==> src/rtl/phys_reg_free_list_pkg.sv <==
// phys_reg_free_list_pkg
//   Shared core constants and types for the physical register free list.
//   NUM_PREGS physical tags, NUM_AREGS of which hold the reset-time
//   architectural mapping and are never in the initial pool.
package phys_reg_free_list_pkg;

  localparam int NUM_PREGS = 128;
  localparam int NUM_AREGS = 32;
  localparam int NUM_CKPT  = 4;
  localparam int TAG_W     = $clog2(NUM_PREGS);
  localparam int CKPT_W    = $clog2(NUM_CKPT);
  localparam int INIT_FREE = NUM_PREGS - NUM_AREGS;

  typedef logic [TAG_W-1:0] preg_tag_t;
  // One extra MSB acts as the wrap bit so full and empty are distinguishable.
  typedef logic [TAG_W:0]   fl_ptr_t;

endpackage

==> src/rtl/phys_reg_free_list_ckpt_table.sv <==
// fl_ckpt_table
//   NUM_CKPT slots of saved free-list head pointers.
//   Ports:
//     clk, reset     clock and synchronous active-high reset (clears slots)
//     we/waddr/wdata write port, applied at the clock edge
//     raddr/rdata    combinational read port
module fl_ckpt_table
  import phys_reg_free_list_pkg::*;
(
  input  logic              clk,
  input  logic              reset,
  input  logic              we,
  input  logic [CKPT_W-1:0] waddr,
  input  fl_ptr_t           wdata,
  input  logic [CKPT_W-1:0] raddr,
  output fl_ptr_t           rdata
);

  fl_ptr_t slot_q [NUM_CKPT];
  fl_ptr_t slot_d [NUM_CKPT];

  always_comb begin
    for (int i = 0; i < NUM_CKPT; i++) begin
      slot_d[i] = slot_q[i];
    end
    if (we) begin
      slot_d[waddr] = wdata;
    end
  end

  always_ff @(posedge clk) begin
    if (reset) begin
      for (int i = 0; i < NUM_CKPT; i++) begin
        slot_q[i] <= '0;
      end
    end else begin
      for (int i = 0; i < NUM_CKPT; i++) begin
        slot_q[i] <= slot_d[i];
      end
    end
  end

  assign rdata = slot_q[raddr];

endmodule

==> src/rtl/phys_reg_free_list.sv <==
// phys_reg_free_list
//   Circular-buffer allocator for physical register tags, with branch
//   checkpoints of the head pointer for single-cycle mispredict recovery.
//   Ports:
//     clk, reset               clock, synchronous active-high reset
//     alloc_req                rename wants one tag this cycle
//     alloc_valid, alloc_pd    combinational head-of-pool tag and its valid
//     release_en, release_pd   commit frees a tag (tag 0 is ignored)
//     ckpt_save_en/_id         snapshot the post-grant head pointer
//     recover_en/_id           restore head pointer from a snapshot
//     free_count, empty        registered pool occupancy
module phys_reg_free_list
  import phys_reg_free_list_pkg::*;
(
  input  logic              clk,
  input  logic              reset,
  input  logic              alloc_req,
  output logic              alloc_valid,
  output logic [TAG_W-1:0]  alloc_pd,
  input  logic              release_en,
  input  logic [TAG_W-1:0]  release_pd,
  input  logic              ckpt_save_en,
  input  logic [CKPT_W-1:0] ckpt_save_id,
  input  logic              recover_en,
  input  logic [CKPT_W-1:0] recover_id,
  output logic [TAG_W:0]    free_count,
  output logic              empty
);

  preg_tag_t buf_q [NUM_PREGS];

  fl_ptr_t head_q, head_d;
  fl_ptr_t tail_q, tail_d;
  fl_ptr_t free_count_q, free_count_d;
  fl_ptr_t head_post_grant;
  fl_ptr_t ckpt_rdata;
  logic    grant;
  logic    rel_fire;
  logic    ckpt_we;

  assign empty       = (free_count_q == '0);
  assign free_count  = free_count_q;
  // A recover cycle never grants, so rename sees no tag that cycle.
  assign alloc_valid = !empty && !recover_en;
  assign alloc_pd    = buf_q[head_q[TAG_W-1:0]];

  always_comb begin
    grant           = alloc_req && !empty && !recover_en;
    rel_fire        = release_en && (release_pd != '0);
    head_post_grant = head_q + fl_ptr_t'(grant);
    // Recovery only rewinds the head; entries behind the old head are
    // still intact in the buffer, so squashed tags are free again at once.
    head_d          = recover_en ? ckpt_rdata : head_post_grant;
    tail_d          = tail_q + fl_ptr_t'(rel_fire);
    free_count_d    = tail_d - head_d;
    // A branch renamed alongside an allocation keeps that allocation.
    ckpt_we         = ckpt_save_en && !recover_en;
  end

  always_ff @(posedge clk) begin
    if (reset) begin
      head_q       <= '0;
      tail_q       <= fl_ptr_t'(INIT_FREE);
      free_count_q <= fl_ptr_t'(INIT_FREE);
    end else begin
      head_q       <= head_d;
      tail_q       <= tail_d;
      free_count_q <= free_count_d;
    end
  end

  // Entries past the initial pool are don't-care until released into.
  always_ff @(posedge clk) begin
    if (reset) begin
      for (int i = 0; i < NUM_PREGS; i++) begin
        buf_q[i] <= (i < INIT_FREE) ? preg_tag_t'(NUM_AREGS + i) : '0;
      end
    end else if (rel_fire) begin
      buf_q[tail_q[TAG_W-1:0]] <= release_pd;
    end
  end

  fl_ckpt_table u_ckpt (
    .clk   (clk),
    .reset (reset),
    .we    (ckpt_we),
    .waddr (ckpt_save_id),
    .wdata (head_post_grant),
    .raddr (recover_id),
    .rdata (ckpt_rdata)
  );

endmodule

==> config.mk <==
export PLATFORM = sky130hd
export DESIGN_NAME = phys_reg_free_list
export DESIGN_NICKNAME = d
export VERILOG_FILES = /design/src/rtl/phys_reg_free_list_pkg.sv /design/src/rtl/phys_reg_free_list_ckpt_table.sv /design/src/rtl/phys_reg_free_list.sv
export SDC_FILE = /design/constraint.sdc
export NUM_CORES = 1
export LEC_CHECK = 0
export CAP_MARGIN = 20
export CELL_PAD_IN_SITES_DETAIL_PLACEMENT = 0
export CELL_PAD_IN_SITES_GLOBAL_PLACEMENT = 2
export CORE_ASPECT_RATIO = 1.5
export CORE_MARGIN = 8
export CORE_UTILIZATION = 47
export CTS_CLUSTER_SIZE = 30
export DETAILED_ROUTE_END_ITERATION = 16
export GPL_TIMING_DRIVEN = 1
export HOLD_SLACK_MARGIN = 0.15
export PLACE_DENSITY_LB_ADDON = 0.1
export REMOVE_ABC_BUFFERS = 1
export SYNTH_ARGS = -nofsm -noshare
export SYNTH_HDL_FRONTEND = slang
export SYNTH_HIERARCHICAL = 1
export SYNTH_SLANG_ARGS = --single-unit
==> constraint.sdc <==
create_clock -name clk -period 5.1 [get_ports clk]
set_clock_uncertainty 0.2 [all_clocks]
set_input_delay 1.02 -clock clk [delete_from_list [all_inputs] [get_ports clk]]
set_output_delay 1.02 -clock clk [all_outputs]
set_load 0.02 [all_outputs]
==> results of run 1 <==
## synthesized netlist by cell type (all sizes together) (24+ instances only)
master / count / share of area (%)
nand2: 95 / 0.79
buf: 65 / 1.0
dfxtp: 56 / 2.5
nor3: 27 / 0.30
nor2: 46 / 0.38
mux2i: 120 / 2.7
a211oi: 31 / 0.53
edfxtp: 896 / 60
nand2b: 52 / 0.72
or3: 369 / 5.1
nor2b: 27 / 0.38
and3: 532 / 7.4
o22ai: 35 / 0.49
mux4: 218 / 11
a21oi: 24 / 0.27
clkbuf: 341 / 2.9
o21ai: 113 / 1.3
a22oi: 29 / 0.48
## cells by family after synthesis
family	after synthesis	synth area share, %
simple gates	1186	15.7
flops	952	62.4
buf+inv	413	3.93
mux	346	13.8
compound gates	251	3.43
xor+xnor	21	0.410
fa+ha+maj	12	0.343
## flip-flops by register name, summed over array words and instances (netlist names)
register,cells
buf_q,896
u_ckpt/slot_q,32
free_count,8
head_q,8
tail_q,8
## repair_timing
item                                    4_1_cts  5_1_grt
resized for setup                            14        5
gates cloned                                  1        0
endpoints found under the setup margin        7        4
setup buffers                                 3        1
## worst paths after layout
| check | to | depth (start not counted) | from |
|---|---|---|---|
| min reg2reg | u_ckpt/slot_q[1][6] | 2 | u_ckpt/slot_q[1][6] |
| max | alloc_pd[6] | 9 | head_q[0] |
| max reg2reg | free_count[5] | 13 | free_count[5] |
| min | u_ckpt/slot_q[1][6] | 2 | u_ckpt/slot_q[1][6] |
## layer usage
layer,up-vias,wire (microns)
met1,14400,50100
met5,-,26
met4,4,5500
met3,230,6690
met2,890,73300
li1,12300,-
## worst reg2reg max path, stage by stage, from the launching register on
cell and delay (ps):
dfxtp_1 360, or4_1 530, nor2_1 140, nor2_1 70, and2_1 170, ha_1 230, ha_1 320, mux2i_1 320
ha_1 300, a21o_1 190, maj3_2 340, a211oi_1 310, nor3_1 80, or3b_1 340
## where the power goes
part | switching (mW) | leakage [nW] | internal, mW
combinational | 0.667 | 7.39 | 0.343
sequential | 0.0597 | 8.45 | 8.68
clock | 3.01 | 1.49 | 4.02
## area by class of cell
class / count / area (sq um)
well taps: 1269 / 1590
clock buffers: 125 / 2580
diodes: 2 / 5.00
inverters: 7 / 28.8
repair buffers: 289 / 2560
flip-flops and latches: 952 / 28000
multi-input cells: 1816 / 15300
clock inverters: 48 / 480
fillers: 7962 / 44700
==> impl_metrics.tcl, run 1 <==
set metrics [dict create \
    post_route_cells_drive_above_1_share_pct 20.5 \
    worst-endpoint-arrival_ps 3710 \
    fp.dieH_microns 395 \
    synthesis.area_sq_um 44900 \
    global_route.usage.met1_pct 30.0 \
    place_area_sq_um 47200 \
    timing_worst_slew_pin_value_ps 1140 \
    most_common_cell_after_layout_fill_and_taps_aside "edfxtp_1" \
    critPathBufInv 4 \
    maxSlewViolCount 0 \
    async_flop_share_pct 0 \
    critPathKind "register to output pin" \
    min_path_type "register to register" \
    dp_worst_setup_slack_ps 117 \
    yosys_most_used_dff "edfxtp_1" \
    final-instance-count-excl-fill 4508 \
    clk_path_buf_depth 3 \
    yosysSeqAreaShare_pct 62.4 \
    post_drt_wl_per_cell_microns 30.1 \
    place_congestion 0.862 \
    maxSlewHeadroom_pct 23.9 \
    vdd_ir_drop_max_mv 0.273 \
    drt_iter0_drc 2338 \
    h-tree-depth 3 \
    first_global_vias 28800 \
    globalRouteTotalUtil_pct 25.5 \
    fp.coreArea_sq_um 95300 \
    run_status "completed" \
    leak_pwr_nw 17.3 \
    drt-vias-per-instance 6.17 \
    route.vias.total 27800 \
    floorplan_die_width_microns 268 \
    holdBufCountCts 0 \
    cellPowerDensity_nw_per_um2 332 \
    dp.cells 4313 \
    drt_wl_total_mm 136 \
    placement.io_buffers 33 \
    globalRouteOverflowTotal 0 \
    firstDrtPassIters 6 \
    end_kind "output pin" \
    number_of_flops_mapped_to_enable_cells_by_yosys 896 \
    gr-max-usage-layer "met2" \
    critPathMaxFanout 31 \
    grt_use_met3_pct 2.83 \
    cts_made_buffers 94 \
    setup_total_negative_slack_ps 0 \
    placement_rows 139 \
    ys_seq_elements 952 \
    most-common-layout-cells "edfxtp_1, and3_1, or3_1, buf_4, mux4_2" \
    critical_path_required_ps 3880 \
    tritoncts "yes" \
    wire_length_of_the_first_global_routing_pass_mm 197 \
    cpMaxStageDelayCell "mux4_2" \
    max_clock_freq_mhz 203 \
    report.final.hold_viol_count 0 \
    setup.worst_path.start_class "register" \
    clock_latency_ps 680 \
    clock_period_minus_worst_slack_ps 4930 \
    clock-sinks 952 \
    setup.reg_to_reg.worst_slack_ps 1070 \
    ant_nets 0 \
    finalCritPeriodShare_pct 96.7 \
    cp_cell_sequence "buf_12 -> buf_16 -> mux4_2 -> mux4_2 -> and2_1 -> o22ai_2 -> buf_4 -> o21ai_1 -> dlygate4sd2_1" \
    synth.lib_cells_used.distinct 51 \
    synthesis_to_layout_area_growth_pct 12.6 \
    antenna_violations_before_repair 6 \
    synthesis.instances 3181 \
    post-dp-hpwl_mm 87.7 \
    floorplan.initialDensity_pct 47.1 \
    number_of_drc_violations_after_detailed_routing 0 \
    post-layout-total-power_mw 16.8 \
    cts-root-buf "clkbuf_16" \
    setup_violations 0 \
    drv_cap 0 \
    dieArea_sq_um 106000 \
    slowest_delay_ps 580 \
    layout.core_utilization_pct 53.1 \
    rsz_0062_raised_after_global_routing "no" \
    synth.avg_cell_area_sq_um 14.1 \
    hold-worst-slack_ps 278 \
    grt_max_degree 100 \
    clkTransAtPathRegs_ps 70 \
    top_level_ports 34 \
    finalWorstSetupSlack_ps 170 \
    finalInstanceArea_sq_um 50600 \
    cp_top_family "multiplexers" \
    use_met2_pct 46.8 \
    crit_top_cell "mux4_2" \
    nets 3187 \
    ys_warn_count 6 \
]
(Power assumes the default switching activity.)
==> run 2: changes to the inputs <==
Settings changed: CAP_MARGIN 20 to 40, RECOVER_POWER from default to 50.
==> run 2 against run 1 <==
First-iteration DRC count rose by 13%. Via count rose by 0.77%. Critical endpoint is now alloc_pd[3]. The run now ends with max-capacitance violations, max-slew violations left. Flip-flop and latch count did not move. Largest cell class unchanged. Sequential share of layout area rose by 0.14 points. Critical path depth fell by 1. Design area fell by 0.25%.
==> impl_metrics.tcl, run 2 (same netlist as run 1, synthesis figures left out) <==
set metrics [dict create \
    post-dp-hpwl_mm 89.0 \
    holdBufCountCts 0 \
    drv_cap 17 \
    p_comb_share_pct 6.1 \
    nFillCells 7992 \
    top_level_ports 34 \
    most_common_cell_after_layout_fill_and_taps_aside "edfxtp_1" \
    placement.io_buffers 33 \
    firstDrtPassIters 5 \
    timing_worst_slew_pin_value_ps 2520 \
    ant_nets 0 \
    wire_length_of_the_first_global_routing_pass_mm 199 \
    clock_latency_ps 680 \
    nets 3212 \
    endpoint "alloc_pd[3]" \
    h-tree-depth 3 \
    floorplan.initialDensity_pct 47.1 \
    dieArea_sq_um 106000 \
    switchingPower_mw 3.78 \
    sequentialPowerShare_pct 52.1 \
    timing.critical_path.from "head_q[2]" \
    final-instance-count-excl-fill 4535 \
    maxSlewHeadroom_pct -68.0 \
    top_regs "buf_q: 896 flops, u_ckpt/slot_q: 32 flops" \
    maxSlewViolCount 715 \
    end_kind "output pin" \
    globalRouteTotalUtil_pct 25.5 \
    place_area_sq_um 47600 \
    floorplan_die_width_microns 268 \
    report.final.hold_viol_count 0 \
    globalRouteOverflowTotal 0 \
    critPathKind "register to output pin" \
    post-layout-total-power_mw 16.8 \
    failing_checks "max-capacitance violations, max-slew violations" \
    run_status "complete, but fails checks" \
    layout.core_utilization_pct 52.9 \
    critical_path_required_ps 3880 \
    leak_pwr_nw 17.2 \
    setup_total_negative_slack_ps 0 \
    beginning_of_the_worst_register_to_register_path "tail_q[5]" \
    clock_period_minus_worst_slack_ps 5010 \
    worstRegToRegCells 6 \
    rsz_0062_raised_after_global_routing "no" \
    power_report.internal_total_mw 13.0 \
    finalWorstSetupSlack_ps 87.2 \
    max_clock_freq_mhz 199 \
    min_path_type "register to register" \
    clkTransAtPathRegs_ps 60 \
    post_drt_wl_per_cell_microns 30.2 \
    number_of_drc_violations_after_detailed_routing 0 \
    worst-endpoint-arrival_ps 3790 \
    fp.dieH_microns 395 \
    antenna_violations_before_repair 8 \
    most-common-layout-cells "edfxtp_1, and3_1, or3_1, mux4_2, buf_4" \
    critPathMaxFanout 33 \
    fp.coreArea_sq_um 95300 \
    cellPowerDensity_nw_per_um2 332 \
    clock-sinks 952 \
    switching_fraction_of_total_power_pct 22.6 \
    drt_wl_total_mm 137 \
    clock_power_share_pct 41.8 \
    post_route_cells_drive_above_1_share_pct 19.2 \
    place_congestion 0.862 \
    first_global_vias 28800 \
    clk_path_buf_depth 3 \
    drt-vias-per-instance 6.18 \
    max_flop_register "buf_q" \
    setup.reg_to_reg.worst_slack_ps 710 \
    largest_register_ff_count 896 \
    dp.cells 4347 \
    drt_iter0_drc 2651 \
    finalInstanceArea_sq_um 50400 \
    vdd_ir_drop_max_mv 0.281 \
    placement_rows 139 \
    setup.worst_path.start_class "register" \
    synthesis_to_layout_area_growth_pct 12.3 \
    hold-worst-slack_ps 277 \
    cts_made_buffers 95 \
    tritoncts "yes" \
    dp_worst_setup_slack_ps 393 \
    regToRegEndpoint "buf_q[98][3]" \
    finalCritPeriodShare_pct 98.3 \
    cts-root-buf "clkbuf_16" \
    route.vias.total 28000 \
    setup_violations 0 \
    grt_max_degree 79 \
]
## run 2: cell type report
type | instances | area [sq um] | share of cell area [%]
flip-flops and latches | 952 | 28000 | 55.6
multi-input cells | 1816 | 15300 | 30.3
clock buffers | 118 | 2560 | 5.07
repair buffers | 313 | 2450 | 4.86
well taps | 1269 | 1590 | 3.15
clock inverters | 59 | 508 | 1.01
inverters | 7 | 28.8 | 0.0570
diodes | 1 | 2.50 | 0.00496
## run 2: power by group through the flow
stage | registers [mW] | clock network [mW] | logic [mW]
finish | 8.74 | 7.02 | 1.02
global route | 8.75 | 7.39 | 1.07
CTS | 8.74 | 7.12 | 1.04
detailed placement | 8.91 | 0 | 1.02
global placement | 8.90 | 0 | 0.986
floorplan | 8.93 | 0 | 0.469
## run 2: timing repair
action,in CTS,in global routing
endpoints found under the setup margin,7,5
gates cloned,1,2
setup buffers,3,4
gates resized for setup,28,8
## run 2: metal layers
layer / vias to the layer above / GRT usage (%) / part of all wire (%)
li1: 12300 / - / -
met1: 14600 / 30.2 / 37
met2: 898 / 46.8 / 54
met3: 242 / 2.76 / 4.8
met4: 4 / 10.4 / 4.2
met5: - / 0 / 0.018
## run 2: worst max-delay path, stage by stage (launching register included)
cell and delay [ps]:
dfxtp_4 470, buf_16 270, buf_12 230, mux4_2 320
mux4_2 490, and2_0 190, o22ai_2 280, o21ai_1 190
clkdlybuf4s50_1 590
## run 2: how the worst min path moves through the flow
stage / start / end / cells past startpoint
6_report: u_ckpt/slot_q[1][3] / u_ckpt/slot_q[1][3] / 2
5_1_grt: u_ckpt/slot_q[0][5] / u_ckpt/slot_q[0][5] / 2
4_1_cts: u_ckpt/slot_q[1][3] / u_ckpt/slot_q[1][3] / 2
3_5_place_dp: u_ckpt/slot_q[1][3] / u_ckpt/slot_q[1][3] / 2
3_3_place_gp: u_ckpt/slot_q[1][4] / u_ckpt/slot_q[1][4] / 2
2_1_floorplan: u_ckpt/slot_q[1][1] / u_ckpt/slot_q[1][1] / 2
